### config.mk
export PLATFORM = sky130hd
export DESIGN_NAME = athos_result_queue
export DESIGN_NICKNAME = d
export VERILOG_FILES = /design/src/rtl/athos_pkg.sv /design/src/rtl/athos_rq_ptr.sv /design/src/rtl/athos_result_queue.sv
export SDC_FILE = /design/constraint.sdc
export NUM_CORES = 1
export LEC_CHECK = 0
export ABC_AREA = 0
export CORE_ASPECT_RATIO = 2
export CORE_MARGIN = 2
export CORE_UTILIZATION = 62
export DETAILED_ROUTE_END_ITERATION = 12
export PLACE_DENSITY = 0.83
export SLEW_MARGIN = 20
export SYNTH_ARGS = -nofsm -noshare
export SYNTH_HDL_FRONTEND = slang
export SYNTH_SLANG_ARGS = --single-unit
### constraint.sdc
create_clock -name clk_i -period 7.5 [get_ports clk_i]
set_input_delay 1.125 -clock clk_i [delete_from_list [all_inputs] [get_ports clk_i]]
set_output_delay 1.125 -clock clk_i [all_outputs]
set_load 0.02 [all_outputs]
### src/rtl/athos_pkg.sv
// Shared types and default sizing for the athos result queue.
// Entry fields are sized to the largest supported id/data width; the queue uses the low bits.
package athos_pkg;

    localparam int ATHOS_DEPTH        = 4;
    localparam int ATHOS_ID_WIDTH     = 4;
    localparam int ATHOS_XLEN         = 32;
    localparam int ATHOS_ID_WIDTH_MAX = 8;
    localparam int ATHOS_XLEN_MAX     = 64;

    typedef enum logic [1:0] {
        ENT_FREE  = 2'd0,
        ENT_BUSY  = 2'd1,
        ENT_READY = 2'd2
    } ent_state_e;

    typedef struct packed {
        logic [ATHOS_ID_WIDTH_MAX-1:0] id;
        logic [4:0]                    rd;
        logic                          we;
        logic [ATHOS_XLEN_MAX-1:0]     data;
        logic                          committed;
        logic                          killed;
    } ent_t;

endpackage

### src/rtl/athos_rq_ptr.sv
// Head/tail pointers and occupancy count for the result queue circular buffer.
// Pointers wrap naturally because DEPTH is a power of two.
module athos_rq_ptr #(
    parameter int DEPTH = 4
) (
    input  logic                     clk_i,
    input  logic                     rst_i,
    input  logic                     push_i,
    input  logic                     pop_i,
    output logic [$clog2(DEPTH)-1:0] head_o,
    output logic [$clog2(DEPTH)-1:0] tail_o,
    output logic [$clog2(DEPTH):0]   count_o
);
    localparam int PW = $clog2(DEPTH);
    localparam int CW = PW + 1;

    logic [PW-1:0] head_q, head_d, tail_q, tail_d;
    logic [CW-1:0] count_q, count_d;

    always_comb begin
        head_d  = pop_i  ? head_q + PW'(1) : head_q;
        tail_d  = push_i ? tail_q + PW'(1) : tail_q;
        count_d = count_q + CW'(push_i) - CW'(pop_i);
    end

    always_ff @(posedge clk_i) begin
        if (rst_i) begin
            head_q  <= '0;
            tail_q  <= '0;
            count_q <= '0;
        end else begin
            head_q  <= head_d;
            tail_q  <= tail_d;
            count_q <= count_d;
        end
    end

    assign head_o  = head_q;
    assign tail_o  = tail_q;
    assign count_o = count_q;

endmodule

### src/rtl/athos_result_queue.sv
// In-order result queue between the athos execution core and the XIF result port.
// Optional ATHOS_RESULT_QUEUE_BYPASS_EN: same-cycle result for a lone, already committed head.
module athos_result_queue
    import athos_pkg::*;
#(
    parameter int DEPTH    = ATHOS_DEPTH,
    parameter int ID_WIDTH = ATHOS_ID_WIDTH,
    parameter int XLEN     = ATHOS_XLEN
) (
    input  logic                clk_i,
    input  logic                rst_i,
    input  logic                alloc_valid_i,
    input  logic [ID_WIDTH-1:0] alloc_id_i,
    output logic                alloc_ready_o,
    input  logic                wb_valid_i,
    input  logic [ID_WIDTH-1:0] wb_id_i,
    input  logic [4:0]          wb_rd_i,
    input  logic                wb_we_i,
    input  logic [XLEN-1:0]     wb_data_i,
    input  logic                commit_valid_i,
    input  logic [ID_WIDTH-1:0] commit_id_i,
    input  logic                commit_kill_i,
    output logic                result_valid_o,
    input  logic                result_ready_i,
    output logic [ID_WIDTH-1:0] result_id_o,
    output logic [4:0]          result_rd_o,
    output logic                result_we_o,
    output logic [XLEN-1:0]     result_data_o,
    output logic                wb_err_o
);
    localparam int PW = $clog2(DEPTH);
    localparam int CW = PW + 1;

    ent_state_e st_q [DEPTH];
    ent_state_e st_d [DEPTH];
    ent_t       ent_q [DEPTH];
    ent_t       ent_d [DEPTH];
    logic [DEPTH-1:0] written_q, written_d;
    logic [DEPTH-1:0] wb_match, cm_match;

    logic [PW-1:0]       head, tail, nh;
    logic [CW-1:0]       count;
    logic                full, wb_hit, kill_free, bypass, retire, pop, alloc;
    logic                result_valid_q, result_valid_d;
    logic [ID_WIDTH-1:0] result_id_q, result_id_d;
    logic [4:0]          result_rd_q, result_rd_d;
    logic                result_we_q, result_we_d;
    logic [XLEN-1:0]     result_data_q, result_data_d;
    logic                wb_err_q, wb_err_d;

    athos_rq_ptr #(.DEPTH(DEPTH)) u_ptr (
        .clk_i   (clk_i),
        .rst_i   (rst_i),
        .push_i  (alloc),
        .pop_i   (pop),
        .head_o  (head),
        .tail_o  (tail),
        .count_o (count)
    );

    always_comb begin
        wb_match = '0;
        cm_match = '0;
        for (int i = 0; i < DEPTH; i++) begin
            if (st_q[i] != ENT_FREE) begin
                wb_match[i] = (ent_q[i].id[ID_WIDTH-1:0] == wb_id_i);
                cm_match[i] = (ent_q[i].id[ID_WIDTH-1:0] == commit_id_i);
            end
        end
    end

    assign wb_hit    = |wb_match;
    // A killed head never presents a result; it just leaves the queue.
    assign kill_free = !rst_i && !result_valid_q && (st_q[head] == ENT_BUSY) && ent_q[head].killed;

`ifdef ATHOS_RESULT_QUEUE_BYPASS_EN
    assign bypass = !rst_i && !result_valid_q && (count == CW'(1)) && (st_q[head] == ENT_BUSY) &&
                    ent_q[head].committed && !ent_q[head].killed && wb_valid_i && wb_match[head];
`else
    assign bypass = 1'b0;
`endif

    assign result_valid_o = result_valid_q | bypass;
    assign result_id_o    = bypass ? wb_id_i   : result_id_q;
    assign result_rd_o    = bypass ? wb_rd_i   : result_rd_q;
    assign result_we_o    = bypass ? wb_we_i   : result_we_q;
    assign result_data_o  = bypass ? wb_data_i : result_data_q;
    assign wb_err_o       = wb_err_q;

    assign retire        = result_valid_o && result_ready_i && !rst_i;
    assign pop           = retire || kill_free;
    assign full          = (count == CW'(DEPTH));
    assign alloc_ready_o = rst_i || !full || pop;
    assign alloc         = alloc_valid_i && alloc_ready_o && !rst_i;
    assign nh            = pop ? head + PW'(1) : head;

    always_comb begin
        for (int i = 0; i < DEPTH; i++) begin
            st_d[i]      = st_q[i];
            ent_d[i]     = ent_q[i];
            written_d[i] = written_q[i];
            if (wb_valid_i && wb_match[i]) begin
                ent_d[i].rd   = wb_rd_i;
                ent_d[i].we   = wb_we_i;
                ent_d[i].data = ATHOS_XLEN_MAX'(wb_data_i);
                written_d[i]  = 1'b1;
            end
            if (commit_valid_i && cm_match[i]) begin
                if (commit_kill_i) ent_d[i].killed    = 1'b1;
                else               ent_d[i].committed = 1'b1;
            end
            if (st_d[i] == ENT_BUSY && written_d[i] && ent_d[i].committed && !ent_d[i].killed)
                st_d[i] = ENT_READY;
            if (pop && PW'(i) == head)
                st_d[i] = ENT_FREE;
            // Allocation after free so a full queue can retire and refill one slot per cycle.
            if (alloc && PW'(i) == tail) begin
                st_d[i]      = ENT_BUSY;
                ent_d[i]     = '0;
                ent_d[i].id  = ATHOS_ID_WIDTH_MAX'(alloc_id_i);
                written_d[i] = 1'b0;
            end
        end
    end

    always_comb begin
        wb_err_d       = wb_valid_i && !wb_hit;
        result_valid_d = result_valid_q;
        result_id_d    = result_id_q;
        result_rd_d    = result_rd_q;
        result_we_d    = result_we_q;
        result_data_d  = result_data_q;
        if (!(result_valid_q && !result_ready_i)) begin
            result_valid_d = (st_d[nh] == ENT_READY);
            result_id_d    = '0;
            result_rd_d    = '0;
            result_we_d    = 1'b0;
            result_data_d  = '0;
            if (st_d[nh] == ENT_READY) begin
                result_id_d   = ent_d[nh].id[ID_WIDTH-1:0];
                result_rd_d   = ent_d[nh].rd;
                result_we_d   = ent_d[nh].we;
                result_data_d = ent_d[nh].data[XLEN-1:0];
            end
        end
    end

    always_ff @(posedge clk_i) begin
        if (rst_i) begin
            for (int i = 0; i < DEPTH; i++) begin
                st_q[i]  <= ENT_FREE;
                ent_q[i] <= '0;
            end
            written_q      <= '0;
            result_valid_q <= 1'b0;
            result_id_q    <= '0;
            result_rd_q    <= '0;
            result_we_q    <= 1'b0;
            result_data_q  <= '0;
            wb_err_q       <= 1'b0;
        end else begin
            st_q           <= st_d;
            ent_q          <= ent_d;
            written_q      <= written_d;
            result_valid_q <= result_valid_d;
            result_id_q    <= result_id_d;
            result_rd_q    <= result_rd_d;
            result_we_q    <= result_we_d;
            result_data_q  <= result_data_d;
            wb_err_q       <= wb_err_d;
        end
    end

endmodule

==> metrics.cfg <==
[sta]
hold_viol_final = 0
slew_headroom_pct = 24.13
finalSetupViolCount = 0
fin_crit_ns = 4.779
rsz0062_at_grt = no
fmax_mhz = 209.3
finClkSkew_ns = 0.01343
fin_setup_tns_ns = 0
finalCritPeriodShare_pct = 63.72
worst_pin_slew_ns = 1.136
slew_viol_final = 0
fin_ws_ns = 2.721

[floorplanning]
coreArea_um2 = 16600
die_area_um2 = 17950
die_w_um = 95.74
io_pins = 102
rows = 67
die_y_um = 187.5
floorplan.initialDensity_pct = 62.87

[clock_network]
cts_buffers = 21
cts-root-buf = clkbuf_16
holdBufCountCts = 0
clkSlewWorstSetupHoldPaths_ns = 0.07
htreeDepth = 1
cts.path.max_buffers = 3
cts_setup_buffers = 0
clock_sinks = 239
cts_tree = yes
clk_latency_ns = 0.50
ctsResizeCount = 0

[drt]
viasPerCell = 6.444
post_drt_wl_per_cell_um = 20.64
drt_iter0_drc = 606
drt_first_pass_iters = 5
drtAntennaViolNets = 0
wl_um = 27420
drc = 0
num_vias = 8558

[worst_setup_path]
start_kind = primary input
worstPathRequired_ns = 6.38
worstPathMaxFanout = 44
crit_chain = clkdlybuf4s50_1 > buf_4 > nor4b_1 > a21boi_2 > inv_2 > clkdlybuf4s50_1
crit_type = in2out
cp_num_buf_inv = 4
cpMostUsedCell = clkdlybuf4s50_1
crit_slowest_cell = a21boi_2
path_delay_family = buffers and inverters
slowest_delay_ns = 0.63
cp.arrival_ns = 3.65
worst_setup_path_end_kind = primary output
ff2ff_setup_slack_ns = 3.77

[global_routing]
overflow = 0
grt_start_max_net_pins = 45
grt_pass1_wl_um = 44060
grt_pass1_vias = 8840
antenna_found_initial = 0
grt_use_total_pct = 30.63

[placed_design]
hpwl_um = 16860
gp_congestion = 0.9510
pre_cts_slack_ns = 2.619
portBuffers = 101

[synthesis]
ys_warn_count = 0
syn-num-nets = 1117
synth-edff-count = 0
synth.distinct_cells = 73
synthCells = 1049
syn-cell-area_um2 = 10440
synth-seq-cells = 239
synth-async-reset-ratio_pct = 0
synth-main-ff-cell = dfxtp_1
seq_area_frac_synth_pct = 45.85
syn_area_per_cell_um2 = 9.948

[power]
power_mw = 2.502
p_per_area_nw_per_um2 = 206.6
p_leak_nw = 5.007
peakVddDrop_mv = 0.2206

[hold_path]
hp-class = reg2reg

[run_status]
status = finished, final reports clean

[run]
maxCapViolations = 0

[final_layout]
finalNetCount = 1176
antenna_cells = 0
drive_above_1_share_pct = 7.226
areaGrowthSynthToFinish_pct = 16.02

## cell families after synthesis
kind of cell / after synthesis / synth area share (%)
flops: 239 / 45.85
fa+ha+maj: 11 / 1.391
compound gates: 218 / 17.24
simple gates: 293 / 12.69
xor+xnor: 35 / 3.081
buf+inv: 98 / 4.784
mux: 155 / 14.96
## synth_stat cells, drive strengths merged, types with 2 or more instances
cell type | number | share of area (%)
nor3 | 21 | 1.0
buf | 31 | 2.1
nor4b | 2 | 0.17
nand4b | 3 | 0.25
xor2 | 16 | 1.3
a221o | 5 | 0.48
o2111ai | 2 | 0.17
nand2b | 2 | 0.12
dfxtp | 239 | 46
a21o | 2 | 0.14
nor4 | 3 | 0.32
clkbuf | 47 | 1.7
and3 | 5 | 0.30
or2 | 2 | 0.12
o21ai | 28 | 1.5
a21oi | 24 | 1.2
o221ai | 69 | 5.8
and2 | 5 | 0.30
nor2b | 11 | 0.66
mux2i | 147 | 14
nor3b | 5 | 0.36
nand2 | 42 | 1.5
o31a | 2 | 0.17
dlymetal6s2s | 2 | 0.24
o21bai | 4 | 0.29
a22o | 4 | 0.34
xnor2 | 19 | 1.7
a221oi | 5 | 0.48
o211a | 5 | 0.48
a31oi | 5 | 0.30
a21boi | 2 | 0.18
a32o | 38 | 3.6
o211ai | 6 | 0.43
mux2 | 8 | 0.86
or2b | 2 | 0.16
nor2 | 174 | 6.3
a311oi | 8 | 0.96
inv | 16 | 0.58
ha | 10 | 1.2
nand3 | 8 | 0.38
nand4bb | 2 | 0.22
o32ai | 3 | 0.25
## routing by layer
| metal | routed length, µm | part of all wire, % | vias up | GRT usage [%] |
|---|---|---|---|---|
| met5 | 0 | 0 | - | 0 |
| met4 | 877 | 3.2 | 0 | 12.91 |
| met3 | 1821 | 6.6 | 72 | 3.868 |
| met2 | 13570 | 49 | 368 | 52.07 |
| met1 | 11150 | 41 | 4173 | 38.20 |
| li1 | - | - | 3945 | - |
## worst reg2reg max path, delay by kind of cell (launching register included)
family	cells	cell delay, ns
AO/OA/AOI/OAI	7	2.43
flip-flops	1	0.51
buffers and inverters	1	0.46
AND/OR/NAND/NOR	1	0.21
## report_power, final
| group | internal [mW] | switching [mW] |
|---|---|---|
| logic | 0.0600 | 0.0988 |
| registers | 1.28 | 0.00854 |
| clock network | 0.597 | 0.461 |
## worst paths after layout
kind / start / end / cells past startpoint
worst max-delay path: rst_i / alloc_ready_o / 6
worst min-delay path: ent_q[161] / ent_q[161] / 2
worst max register to register: u_ptr.head_o[1] / result_id_o[2] / 9
worst min register to register: ent_q[161] / ent_q[161] / 2
## through the flow
stage	cell area, µm²	instances	hold slack [ns]	util (%)
3_3_place_gp	11420	1291	0.4345	68.82
2_1_floorplan	10440	1049	0.4256	-
3_5_place_dp	11420	1291	0.4394	68.82
4_1_cts	12080	1327	0.4497	72.77
5_1_grt	12110	1328	0.4754	72.94
6_report	12110	1328	0.4512	72.94
## final cells by class
class                      count  area (µm²)
multi-input combinational    712        5189
sequential                   239        4785
fill                        1242        4492
timing repair buffer         118        1159
clock buffer                  28       561.8
tap                          207       259.0
clock inverter                 8       93.84
inverter                      16       60.06
## state kept, by name (all words and copies together) (netlist names)
name,count
st_q,8
result_rd_o,5
u_ptr.count_o,3
written_q,4
result_data_o,32
result_id_o,4
u_ptr.head_o,2
result_we_o,1
result_valid_o,1
u_ptr.tail_o,2
wb_err_o,1
ent_q,176
## layout by cell type (no fill, tap or decap), types with 6 or more instances in the layout
| cell type | n |
|---|---|
| dfxtp_1 | 239 |
| nor2_1 | 170 |
| mux2i_1 | 147 |
| clkdlybuf4s50_1 | 101 |
| o221ai_1 | 69 |
| nand2_1 | 39 |
| a32o_1 | 38 |
| o21ai_0 | 24 |
| a21oi_1 | 23 |
| nor3_1 | 21 |
| clkbuf_16 | 21 |
| xnor2_1 | 17 |
| xor2_1 | 16 |
| buf_4 | 16 |
| inv_1 | 15 |
| nor2b_1 | 11 |
| ha_1 | 10 |
| nand3_1 | 8 |
| mux2_2 | 8 |
| o211ai_1 | 6 |
| clkbuf_1 | 6 |
Power figures use the tool's default switching activity.
